**src/rtl/pkt_head_slicer_pkg.sv**
```systemverilog
// Shared constants and state type for the packet head slicer.
// Tag bit positions are shared with the downstream head/meta shift stage.
package pkt_head_slicer_pkg;

   localparam int HEAD_WIDTH_DEF = 512;
   localparam int TAG_WIDTH_DEF  = 4;

   localparam int TAG_START_BIT = 0;
   localparam int TAG_VALID_BIT = 1;
   localparam int TAG_TAIL_BIT  = 2;
   localparam int TAG_SHIFT_BIT = 3;

   typedef enum logic [2:0] {
      ST_IDLE,
      ST_HEAD,
      ST_PAD,
      ST_BODY,
      ST_GAP
   } slicer_state_e;

endpackage

```
**src/rtl/pkt_head_slicer_if.sv**
```systemverilog
// Bundles the ingress, head-slice and body streams of the head slicer.
// slave = the slicer's view, master = the producer/consumer view.
interface pkt_head_slicer_if #(
   parameter int HEAD_WIDTH       = 512,
   parameter int TAG_WIDTH        = 4,
   parameter int HEAD_SHIFT_WIDTH = 6
);
   logic                            i_data_valid;
   logic                            o_data_ready;
   logic [HEAD_WIDTH-1:0]           i_data;
   logic                            i_data_last;
   logic [HEAD_SHIFT_WIDTH-1:0]     i_head_shift;
   logic [HEAD_WIDTH+TAG_WIDTH-1:0] o_head;
   logic [HEAD_SHIFT_WIDTH-1:0]     o_head_shift;
   logic                            o_body_valid;
   logic                            i_body_ready;
   logic [HEAD_WIDTH-1:0]           o_body;
   logic                            o_body_last;

   modport slave (
      input  i_data_valid, i_data, i_data_last, i_head_shift, i_body_ready,
      output o_data_ready, o_head, o_head_shift, o_body_valid, o_body, o_body_last
   );

   modport master (
      output i_data_valid, i_data, i_data_last, i_head_shift, i_body_ready,
      input  o_data_ready, o_head, o_head_shift, o_body_valid, o_body, o_body_last
   );
endinterface

```
**src/rtl/pkt_head_slicer_body_out_reg.sv**
```systemverilog
// One-entry valid/ready output register for the body stream.
// The slot may refill in the same cycle the sink drains it.
module body_out_reg #(
   parameter int WIDTH = 512
) (
   input  logic             i_clk,
   input  logic             i_rst_n,
   input  logic             i_load,
   input  logic [WIDTH-1:0] i_data,
   input  logic             i_last,
   input  logic             i_ready,
   output logic             o_valid,
   output logic [WIDTH-1:0] o_data,
   output logic             o_last,
   output logic             o_can_accept
);

   logic             valid_d, valid_q;
   logic [WIDTH-1:0] data_d, data_q;
   logic             last_d, last_q;

   always_comb begin
      valid_d = valid_q;
      data_d  = data_q;
      last_d  = last_q;
      if (i_load) begin
         valid_d = 1'b1;
         data_d  = i_data;
         last_d  = i_last;
      end else if (i_ready) begin
         valid_d = 1'b0;
      end
   end

   always_ff @(posedge i_clk or negedge i_rst_n) begin
      if (!i_rst_n) begin
         valid_q <= 1'b0;
         data_q  <= '0;
         last_q  <= 1'b0;
      end else begin
         valid_q <= valid_d;
         data_q  <= data_d;
         last_q  <= last_d;
      end
   end

   assign o_valid      = valid_q;
   assign o_data       = data_q;
   assign o_last       = last_q;
   assign o_can_accept = !valid_q || i_ready;

endmodule

```
**src/rtl/pkt_head_slicer.sv**
```systemverilog
// Splits each packet into a fixed-length tagged head-slice stream and a backpressured body stream.
// Optional packet/pad statistics outputs are enabled by HEAD_SLICER_STATS_EN.
//
// state | meaning
// IDLE  | waiting for first beat; emits START|VALID slice
// HEAD  | collecting head beats until MAX_HEAD_SLICES slices emitted
// PAD   | short head: emitting zero slices up to MAX_HEAD_SLICES
// BODY  | forwarding remaining beats through the body register
// GAP   | one dead cycle so the shift stage sees a clean start edge
module pkt_head_slicer
   import pkt_head_slicer_pkg::*;
#(
   parameter int HEAD_WIDTH       = HEAD_WIDTH_DEF,
   parameter int TAG_WIDTH        = TAG_WIDTH_DEF,
   parameter int MAX_HEAD_SLICES  = 4,
   parameter int HEAD_SHIFT_WIDTH = 6
) (
   input  logic               i_clk,
   input  logic               i_rst_n,
   pkt_head_slicer_if.slave   bus
`ifdef HEAD_SLICER_STATS_EN
   ,
   output logic [31:0]        o_pkt_cnt,
   output logic [31:0]        o_pad_cnt
`endif
);

   localparam int CW = $clog2(MAX_HEAD_SLICES + 1);
   localparam logic [CW-1:0] CNT_MAX = CW'(MAX_HEAD_SLICES);

   slicer_state_e                   state_d, state_q;
   logic [CW-1:0]                   cnt_d, cnt_q, cnt_inc;
   logic [HEAD_WIDTH+TAG_WIDTH-1:0] head_d, head_q;
   logic [HEAD_SHIFT_WIDTH-1:0]     shift_d, shift_q;
   logic [TAG_WIDTH-1:0]            tag;
   logic [HEAD_WIDTH-1:0]           slice_data;
   logic                            data_ready;
   logic                            body_load;
   logic                            body_can_accept;

   always_comb begin
      state_d    = state_q;
      cnt_d      = cnt_q;
      shift_d    = shift_q;
      tag        = '0;
      slice_data = '0;
      data_ready = 1'b0;
      body_load  = 1'b0;
      cnt_inc    = cnt_q + CW'(1);

      case (state_q)
         ST_IDLE: begin
            data_ready = 1'b1;
            if (bus.i_data_valid) begin
               tag[TAG_START_BIT] = 1'b1;
               tag[TAG_VALID_BIT] = 1'b1;
               slice_data         = bus.i_data;
               shift_d            = bus.i_head_shift;
               cnt_d              = CW'(1);
               state_d            = bus.i_data_last ? ST_PAD : ST_HEAD;
            end
         end
         ST_HEAD: begin
            data_ready = 1'b1;
            if (bus.i_data_valid) begin
               tag[TAG_VALID_BIT] = 1'b1;
               slice_data         = bus.i_data;
               cnt_d              = cnt_inc;
               if (cnt_inc == CNT_MAX) begin
                  tag[TAG_TAIL_BIT] = 1'b1;
                  state_d           = bus.i_data_last ? ST_GAP : ST_BODY;
               end else if (bus.i_data_last) begin
                  state_d = ST_PAD;
               end
            end
         end
         ST_PAD: begin
            tag[TAG_VALID_BIT] = 1'b1;
            cnt_d              = cnt_inc;
            if (cnt_inc == CNT_MAX) begin
               tag[TAG_TAIL_BIT] = 1'b1;
               state_d           = ST_GAP;
            end
         end
         ST_BODY: begin
            data_ready = body_can_accept;
            if (bus.i_data_valid && body_can_accept) begin
               body_load = 1'b1;
               if (bus.i_data_last) state_d = ST_GAP;
            end
         end
         ST_GAP: begin
            cnt_d   = '0;
            state_d = ST_IDLE;
         end
         default: begin
            cnt_d   = '0;
            state_d = ST_IDLE;
         end
      endcase

      head_d = {tag, slice_data};
   end

   always_ff @(posedge i_clk or negedge i_rst_n) begin
      if (!i_rst_n) begin
         state_q <= ST_IDLE;
         cnt_q   <= '0;
         head_q  <= '0;
         shift_q <= '0;
      end else begin
         state_q <= state_d;
         cnt_q   <= cnt_d;
         head_q  <= head_d;
         shift_q <= shift_d;
      end
   end

   assign bus.o_data_ready = data_ready;
   assign bus.o_head       = head_q;
   assign bus.o_head_shift = shift_q;

   body_out_reg #(
      .WIDTH (HEAD_WIDTH)
   ) u_body_out_reg (
      .i_clk        (i_clk),
      .i_rst_n      (i_rst_n),
      .i_load       (body_load),
      .i_data       (bus.i_data),
      .i_last       (bus.i_data_last),
      .i_ready      (bus.i_body_ready),
      .o_valid      (bus.o_body_valid),
      .o_data       (bus.o_body),
      .o_last       (bus.o_body_last),
      .o_can_accept (body_can_accept)
   );

`ifdef HEAD_SLICER_STATS_EN
   logic [31:0] pkt_cnt_d, pkt_cnt_q;
   logic [31:0] pad_cnt_d, pad_cnt_q;
   logic        start_evt, pad_evt;

   assign start_evt = (state_q == ST_IDLE) && bus.i_data_valid;
   assign pad_evt   = (state_d == ST_PAD) && (state_q != ST_PAD);

   always_comb begin
      pkt_cnt_d = pkt_cnt_q;
      pad_cnt_d = pad_cnt_q;
      if (start_evt && (pkt_cnt_q != 32'hFFFF_FFFF)) pkt_cnt_d = pkt_cnt_q + 32'd1;
      if (pad_evt && (pad_cnt_q != 32'hFFFF_FFFF))   pad_cnt_d = pad_cnt_q + 32'd1;
   end

   always_ff @(posedge i_clk or negedge i_rst_n) begin
      if (!i_rst_n) begin
         pkt_cnt_q <= '0;
         pad_cnt_q <= '0;
      end else begin
         pkt_cnt_q <= pkt_cnt_d;
         pad_cnt_q <= pad_cnt_d;
      end
   end

   assign o_pkt_cnt = pkt_cnt_q;
   assign o_pad_cnt = pad_cnt_q;
`endif

endmodule
```
**src/flat_wrapper.sv**
```systemverilog
// flat-port wrapper written by rule: the top's interface ports become plain ports
module pkt_head_slicer_flat import pkt_head_slicer_pkg::*;
#(
   parameter int HEAD_WIDTH       = HEAD_WIDTH_DEF,
   parameter int TAG_WIDTH        = TAG_WIDTH_DEF,
   parameter int MAX_HEAD_SLICES  = 4,
   parameter int HEAD_SHIFT_WIDTH = 6
)
  (i_clk, i_rst_n, bus_i_data_valid, bus_i_data, bus_i_data_last, bus_i_head_shift, bus_i_body_ready, bus_o_data_ready, bus_o_head, bus_o_head_shift, bus_o_body_valid, bus_o_body, bus_o_body_last);
  pkt_head_slicer_if #(.HEAD_WIDTH(HEAD_WIDTH), .TAG_WIDTH(TAG_WIDTH), .HEAD_SHIFT_WIDTH(HEAD_SHIFT_WIDTH)) bus_i ();
  input  logic i_clk;
  input  logic i_rst_n;
  input wire logic [$bits(bus_i.i_data_valid)-1:0] bus_i_data_valid;
  input wire logic [$bits(bus_i.i_data)-1:0] bus_i_data;
  input wire logic [$bits(bus_i.i_data_last)-1:0] bus_i_data_last;
  input wire logic [$bits(bus_i.i_head_shift)-1:0] bus_i_head_shift;
  input wire logic [$bits(bus_i.i_body_ready)-1:0] bus_i_body_ready;
  output wire logic [$bits(bus_i.o_data_ready)-1:0] bus_o_data_ready;
  output wire logic [$bits(bus_i.o_head)-1:0] bus_o_head;
  output wire logic [$bits(bus_i.o_head_shift)-1:0] bus_o_head_shift;
  output wire logic [$bits(bus_i.o_body_valid)-1:0] bus_o_body_valid;
  output wire logic [$bits(bus_i.o_body)-1:0] bus_o_body;
  output wire logic [$bits(bus_i.o_body_last)-1:0] bus_o_body_last;
  assign bus_i.i_data_valid = bus_i_data_valid;
  assign bus_i.i_data = bus_i_data;
  assign bus_i.i_data_last = bus_i_data_last;
  assign bus_i.i_head_shift = bus_i_head_shift;
  assign bus_i.i_body_ready = bus_i_body_ready;
  assign bus_o_data_ready = bus_i.o_data_ready;
  assign bus_o_head = bus_i.o_head;
  assign bus_o_head_shift = bus_i.o_head_shift;
  assign bus_o_body_valid = bus_i.o_body_valid;
  assign bus_o_body = bus_i.o_body;
  assign bus_o_body_last = bus_i.o_body_last;
  pkt_head_slicer #(.HEAD_WIDTH(HEAD_WIDTH), .TAG_WIDTH(TAG_WIDTH), .MAX_HEAD_SLICES(MAX_HEAD_SLICES), .HEAD_SHIFT_WIDTH(HEAD_SHIFT_WIDTH)) u_core (.i_clk(i_clk), .i_rst_n(i_rst_n), .bus(bus_i));
endmodule
```
**config.mk**
```make
export PLATFORM = sky130hd
export DESIGN_NAME = pkt_head_slicer_flat
export DESIGN_NICKNAME = d
export VERILOG_FILES = /design/src/rtl/pkt_head_slicer_pkg.sv /design/src/rtl/pkt_head_slicer_if.sv /design/src/rtl/pkt_head_slicer_body_out_reg.sv /design/src/rtl/pkt_head_slicer.sv /design/src/flat_wrapper.sv
export SDC_FILE = /design/constraint.sdc
export NUM_CORES = 1
export LEC_CHECK = 0
export BUFFER_PORTS_ARGS = -buffer_cell sky130_fd_sc_hd__buf_2
export CORE_AREA = 2 2 611 613
export DETAILED_ROUTE_END_ITERATION = 12
export DIE_AREA = 0 0 613 615
export PLACE_DENSITY = 0.3
export SYNTH_ARGS = -nofsm -noshare
export SYNTH_HDL_FRONTEND = slang
export SYNTH_HIERARCHICAL = 1
export SYNTH_SLANG_ARGS = --single-unit
```
**constraint.sdc**
```tcl
create_clock -name i_clk -period 2.7 [get_ports i_clk]
set_clock_uncertainty 0.15 [all_clocks]
set_input_delay 0.54 -clock i_clk [delete_from_list [all_inputs] [get_ports i_clk]]
set_output_delay 0.54 -clock i_clk [all_outputs]
set_load 0.01 [all_outputs]
```
* Word-level counts from Yosys, hierarchy flattened
Cells that the tools add are included.
Widths: inputs -> output; s select.
** Storage, ports and cells
- Flip-flop bits (word level) :: 1041
** Cells by class
- Reduce and logical (&&, ||, !) cells :: 9
- Bitwise logic cells :: 1
- Equal/unequal tests :: 10
- $add $sub $neg :: 1
- Multiplexer cells :: 26
** Operator list (number)
- $mux 512 :: 2
- $mux 3 :: 10
- $pmux 3 s4 :: 2
- $eq 3x2->1 const B :: 2
- $mux 1 :: 6
- $mux 2 :: 3
- $ne 2x2->1 const B :: 3
- $reduce_and 6->1 :: 1
- $ne 2x1->1 const B :: 2
- $pmux 1 s2 :: 2
- $add 3x1->3 const B :: 1
- $eq 3x1->1 const B :: 1
- $eq 3x3->1 const B :: 1
- $logic_not 3->1 :: 1
- $ne 3x2->1 const B :: 1
- $pmux 1 s3 :: 1
- $reduce_and 3->1 :: 1
- $reduce_and 2->1 :: 1
- $reduce_bool 2->1 :: 1
- $reduce_or 2->1 :: 1
- $logic_and 1x1->1 :: 1
- $logic_not 1->1 :: 1
- $logic_or 1x1->1 :: 1
- $not 1->1 :: 1

* Logic depth before layout (Yosys ltp)
- Depth after elaboration :: 6
- Gate-level depth with buffers :: 7
- Mapped depth without buffers :: 5

* Cells and area by module
Netlist, hierarchy kept.
** By module, submodules not included
- body_out_reg :: cells each 1086, times used 1, area an instance 21060.2 µm², sequential area each 12862.3 µm²
- pkt_head_slicer :: cells each 1147, times used 1, area an instance 17066.4 µm², sequential area each 13187.6 µm²

* Worst setup path after synthesis
Ideal clock, no wire load.
- Path type :: input port to flip-flop
- From :: input bus_i_body_ready
- To :: register u_core.head_q[431], in the netlist u_core/bus.o_head[431]
- Data required time :: 2.431 ns
- Path buffers :: 2
- Arrival :: 1.817 ns
- Slack :: 0.614 ns
- Stages :: 7
- Path through :: nand2b_1 -> a21bo_2 -> a211oi_4 -> nor3_4 -> buf_4 -> clkbuf_2 -> and2_1
** RTL lines
- from (decl) :: line flat_wrapper.sv:17 : input wire logic [$bits(bus_i.i_body_ready)-1:0] bus_i_body_ready;
- to (signal assigned) :: line pkt_head_slicer.sv:109 : head_q <= '0;
- to (signal assigned) :: line pkt_head_slicer.sv:114 : head_q <= head_d;
- to (decl) :: line pkt_head_slicer.sv:33 : logic [HEAD_WIDTH+TAG_WIDTH-1:0] head_d, head_q;

* Final worst setup path
- From :: register u_core.u_body_out_reg.valid_q, in the netlist u_core/u_body_out_reg/o_valid
- To :: output bus_o_data_ready
** Between the ends
- Cells in the longest elaborated chain, start to end :: 3
** Ends and longest elaborated chain
- from (decl) :: line pkt_head_slicer_body_out_reg.sv:18 : logic valid_d, valid_q;
- from (signal assigned) :: line pkt_head_slicer_body_out_reg.sv:41 : valid_q <= valid_d;
- $logic_not 1->1 :: line pkt_head_slicer_body_out_reg.sv:50 : assign o_can_accept = !valid_q || i_ready;
- $logic_or 1x1->1 :: line pkt_head_slicer_body_out_reg.sv:50
- net u_core.body_can_accept :: line pkt_head_slicer.sv:39 : logic body_can_accept;
- $pmux 1 s2 :: line pkt_head_slicer.sv:51 : case (state_q)
- to (decl) :: line flat_wrapper.sv:18 : output wire logic [$bits(bus_i.o_data_ready)-1:0] bus_o_data_ready;
The timed path passes the listed nets, and every way through them passes these cells.

==> results by group <==
Detailed routing
  – 1st-iter DRT viols: between 1000 and 1500
  – DRC violations left: 0
  – Via density: between 2 and 3
  – Wirelength, routed: 249 mm
  – Antenna viol nets, final: 0
  – Detailed Routing Iterations Pass 1: 4
  – DR vias: 27500
  – WL/cell: 26.1 µm

Setup path
  – Crit Path Category: register to primary output
  – CP max FO: 3
  – Critical Path End Type: primary output
  – Critical Path Start Type: register
  – Req. time, crit path: 2.01 ns
  – Worst setup path start: u_core/u_body_out_reg/o_valid
  – WP data arrival: roughly 1.8 ns
  – Register-to-Register Path Depth: 7
  – Reg2reg start: u_core/u_body_out_reg/o_valid

STA
  – Final critical-path required period: between 2 and 3 ns
  – Hold WS: 0.159 ns
  – Final Hold Viols: 0
  – Max Transition Viols Final: 0
  – Setup ws final: slightly below 0.2 ns
  – Top achievable clock speed: 399 MHz
  – Setup TNS: 0 ns
  – RSZ-0062 raised after global routing: no
  – # setup viols final: 0
  – Pin slew with the least headroom to its limit: 0.687 ns
  – Slew HR: 0.542
  – Period utilization: 0.928

Synthesis
  – Top post-synthesis cells by area: dfrtp_1, mux2_4, and2_1
  – Fraction of registers with async set/reset: 1.00
  – Synth Cell Area: ~38000 µm²
  – Synth area leader: dfrtp_1
  – Seq cells post-synth: between 1000 and 1500
  – Post-synth EDFFs: 0
  – Syn Area/Cell: 17.1 µm²
  – Syn Inst Count: 2233
  – Synthesized Nets: 2758
  – Primary FF master, synth: dfrtp_1
  – Top cell type's share of synthesized area: 0.683
  – Yosys warns: 6
  – Sequential area share after synthesis: 0.683
  – Yosys cell types: 32

Floorplan
  – Initial Util: 0.103
  – Core area: 371000 µm²
  – Die height: 615 µm
  – Die X: 613 µm
  – Row cnt: 224
  – Die area: 377000 µm²
  – I/O pin count: 1560

Min path
  – HP Class: primary input to register
  – Worst hold path cell count: 4
  – Hold path startpoint: bus_i_data_valid

Pwr
  – Worst VDD drop: 0.432 mV
  – Clk pwr share: 0.264
  – Switch Pwr: 28900 µW
  – Reg power frac: 0.347
  – LEAKAGE: 0.0304 µW
  – Combinational fraction of design power: 0.389
  – Pint: 47000 µW
  – Switching share of power: 0.381
  – P per Cell Area: 1210 nW/µm²

Layout
  – Fraction of final layout cells with drive strength greater than 1: 0.533
  – P&R area growth vs syn: 64.6%
  – Final nets: 4990
  – Fin util: 0.169

GRT
  – Grt ovf: 0
  – Largest net degree at the start of global routing: 76
  – Number of global-route vias before repair: 30800
  – First-pass GRT wire length: approximately 320 mm
  – All-Layer GR Usage: 0.128
  – Initial antenna violation count: 63

Placed design
  – Number of port buffers: around 1600
  – GP Congestion: ~0.91
  – Place WS: -0.135 ns
  – HPWL Detailed: 208 mm

Clock network
  – Worst-Skew Late Latency: 0.81 ns
  – Root Buffer: clkbuf_16
  – CTS Sinks: 1041
  – CTS tree: yes
  – Clock Path Buffers: 4
  – Cts bufs inserted: 148
  – H-tree levels: 4
  – Reg clk slew, reported paths: approximately 0.060 ns

Run status
  – Status: completed

Run
  – Max-cap violations: 0
-- cell usage after synthesis (all sizes together) (2+ instances only) --
| cell | number |
|---|---|
| a21oi | 6 |
| and2 | 512 |
| buf | 64 |
| clkbuf | 53 |
| dfrtp | 1041 |
| ha | 2 |
| mux2 | 520 |
| nand2 | 8 |
| nand2b | 4 |
| nor2 | 3 |
| nor2b | 2 |
| nor3 | 5 |
| xor2 | 2 |
-- per-stage QoR --
step,power [µW],cell area (µm²),instances
CTS,78500,62700,9543
detailed placement,56700,52600,8766
finish,75900,62700,9563
floorplan,38600,38100,2233
global placement,56800,52600,8766
global route,80400,62700,9549
-- cell type report --
class                      instances  area [µm²]
sequential                      1041       26100
clock buffer                     212        4350
timing repair buffer            2199       14400
multi-input combinational       1075       11100
clock inverter                    44         547
fill                           41100      308000
tap                             4972        6220
antenna                           20        50.0
-- worst paths after layout --
check	to	slack [ns]
max	bus_o_data_ready	0.19
min	u_core/state_q[1]	0.16
max reg2reg	u_core/bus.o_head[446]	0.25
min reg2reg	u_core/u_body_out_reg/o_data[8]	0.35
max in group asynchronous	u_core/bus.o_head[441]	1.16
min in group asynchronous	u_core/u_body_out_reg/o_data[192]	0.24
-- layout by cell type, fill, tap and decap left out, types with 2 or more instances in the layout --
cell type      synthesis  routed
nor3_1                 4       3
bufinv_16              0       7
clkinv_16              0       3
nor2_1                 2       2
buf_2                  6    1556
nand2_1                8       8
diode_2                0      20
and2_1               512     512
inv_6                  0       7
clkbuf_8               0      34
xor2_1                 2       2
clkinv_4               0       3
buf_12                 0      41
dlygate4sd3_1          0     521
nand2b_1               4       3
clkinv_2               0      17
mux2_4               459     459
clkinvlp_4             0       5
buf_4                  2      80
clkbuf_16              0     151
mux2_2                61      61
ha_1                   2       2
dfrtp_1             1041    1041
clkbuf_1               5      27
a21oi_1                6       5
-- state kept, by name, indices dropped and copies added, names as in the netlist --
| signal | count |
|---|---|
| u_core/state_q | 3 |
| u_core/bus.o_head | 515 |
| u_core/u_body_out_reg/o_last | 1 |
| u_core/cnt_q | 3 |
| u_core/u_body_out_reg/o_valid | 1 |
| u_core/bus.o_head_shift | 6 |
| u_core/u_body_out_reg/o_data | 512 |
-- power groups by stage --
| stage | sequential (µW) | combinational [µW] | clock (µW) |
|---|---|---|---|
| final | 26300 | 29500 | 20100 |
| after CTS | 26600 | 30900 | 21000 |
| after floorplan | 28500 | 10100 | 0 |
| after global placement | 26700 | 30000 | 0 |
| after global routing | 27200 | 31700 | 21600 |
| after detailed placement | 26600 | 30100 | 0 |
-- timing repair --
item,CTS,global route
endpoints found under the setup margin,1,0
setup buffers,0,0
hold buffers,521,0
resized for setup,3,0
hold endpoints to repair,1107,0
-- metal layers --
| metal | wire (µm) | global-route usage | part of all wire | vias to the layer above |
|---|---|---|---|---|
| met5 | 0 | 0 | 0 | - |
| met2 | 126000 | 0.227 | 0.51 | 1071 |
| met4 | 5660 | 0.0278 | 0.023 | 0 |
| li1 | - | - | - | 11800 |
| met1 | 97400 | 0.147 | 0.39 | 14300 |
| met3 | 20300 | 0.0437 | 0.081 | 247 |
-- cell families after synthesis --
logic type                 count (synthesis)  share of synthesized area
xor gates and xnor gates                   2                   0.000460
and+or+nand+nor                          537                     0.0878
AOI/OAI and AO/OA                         13                    0.00249
adders and majority gates                  2                   0.000656
DFF                                     1041                      0.683
buffers and inverters                    117                     0.0265
muxes                                    520                      0.199
other                                      1                  0.0000984
-- worst max-delay path, cell delays in order, from the launching register on --
cell and delay (ns):
dfrtp_1 0.42, nand2b_4 0.12, nand2_1 0.10, a21oi_2 0.19
buf_4 0.17
Power figures use the tool's default switching activity.
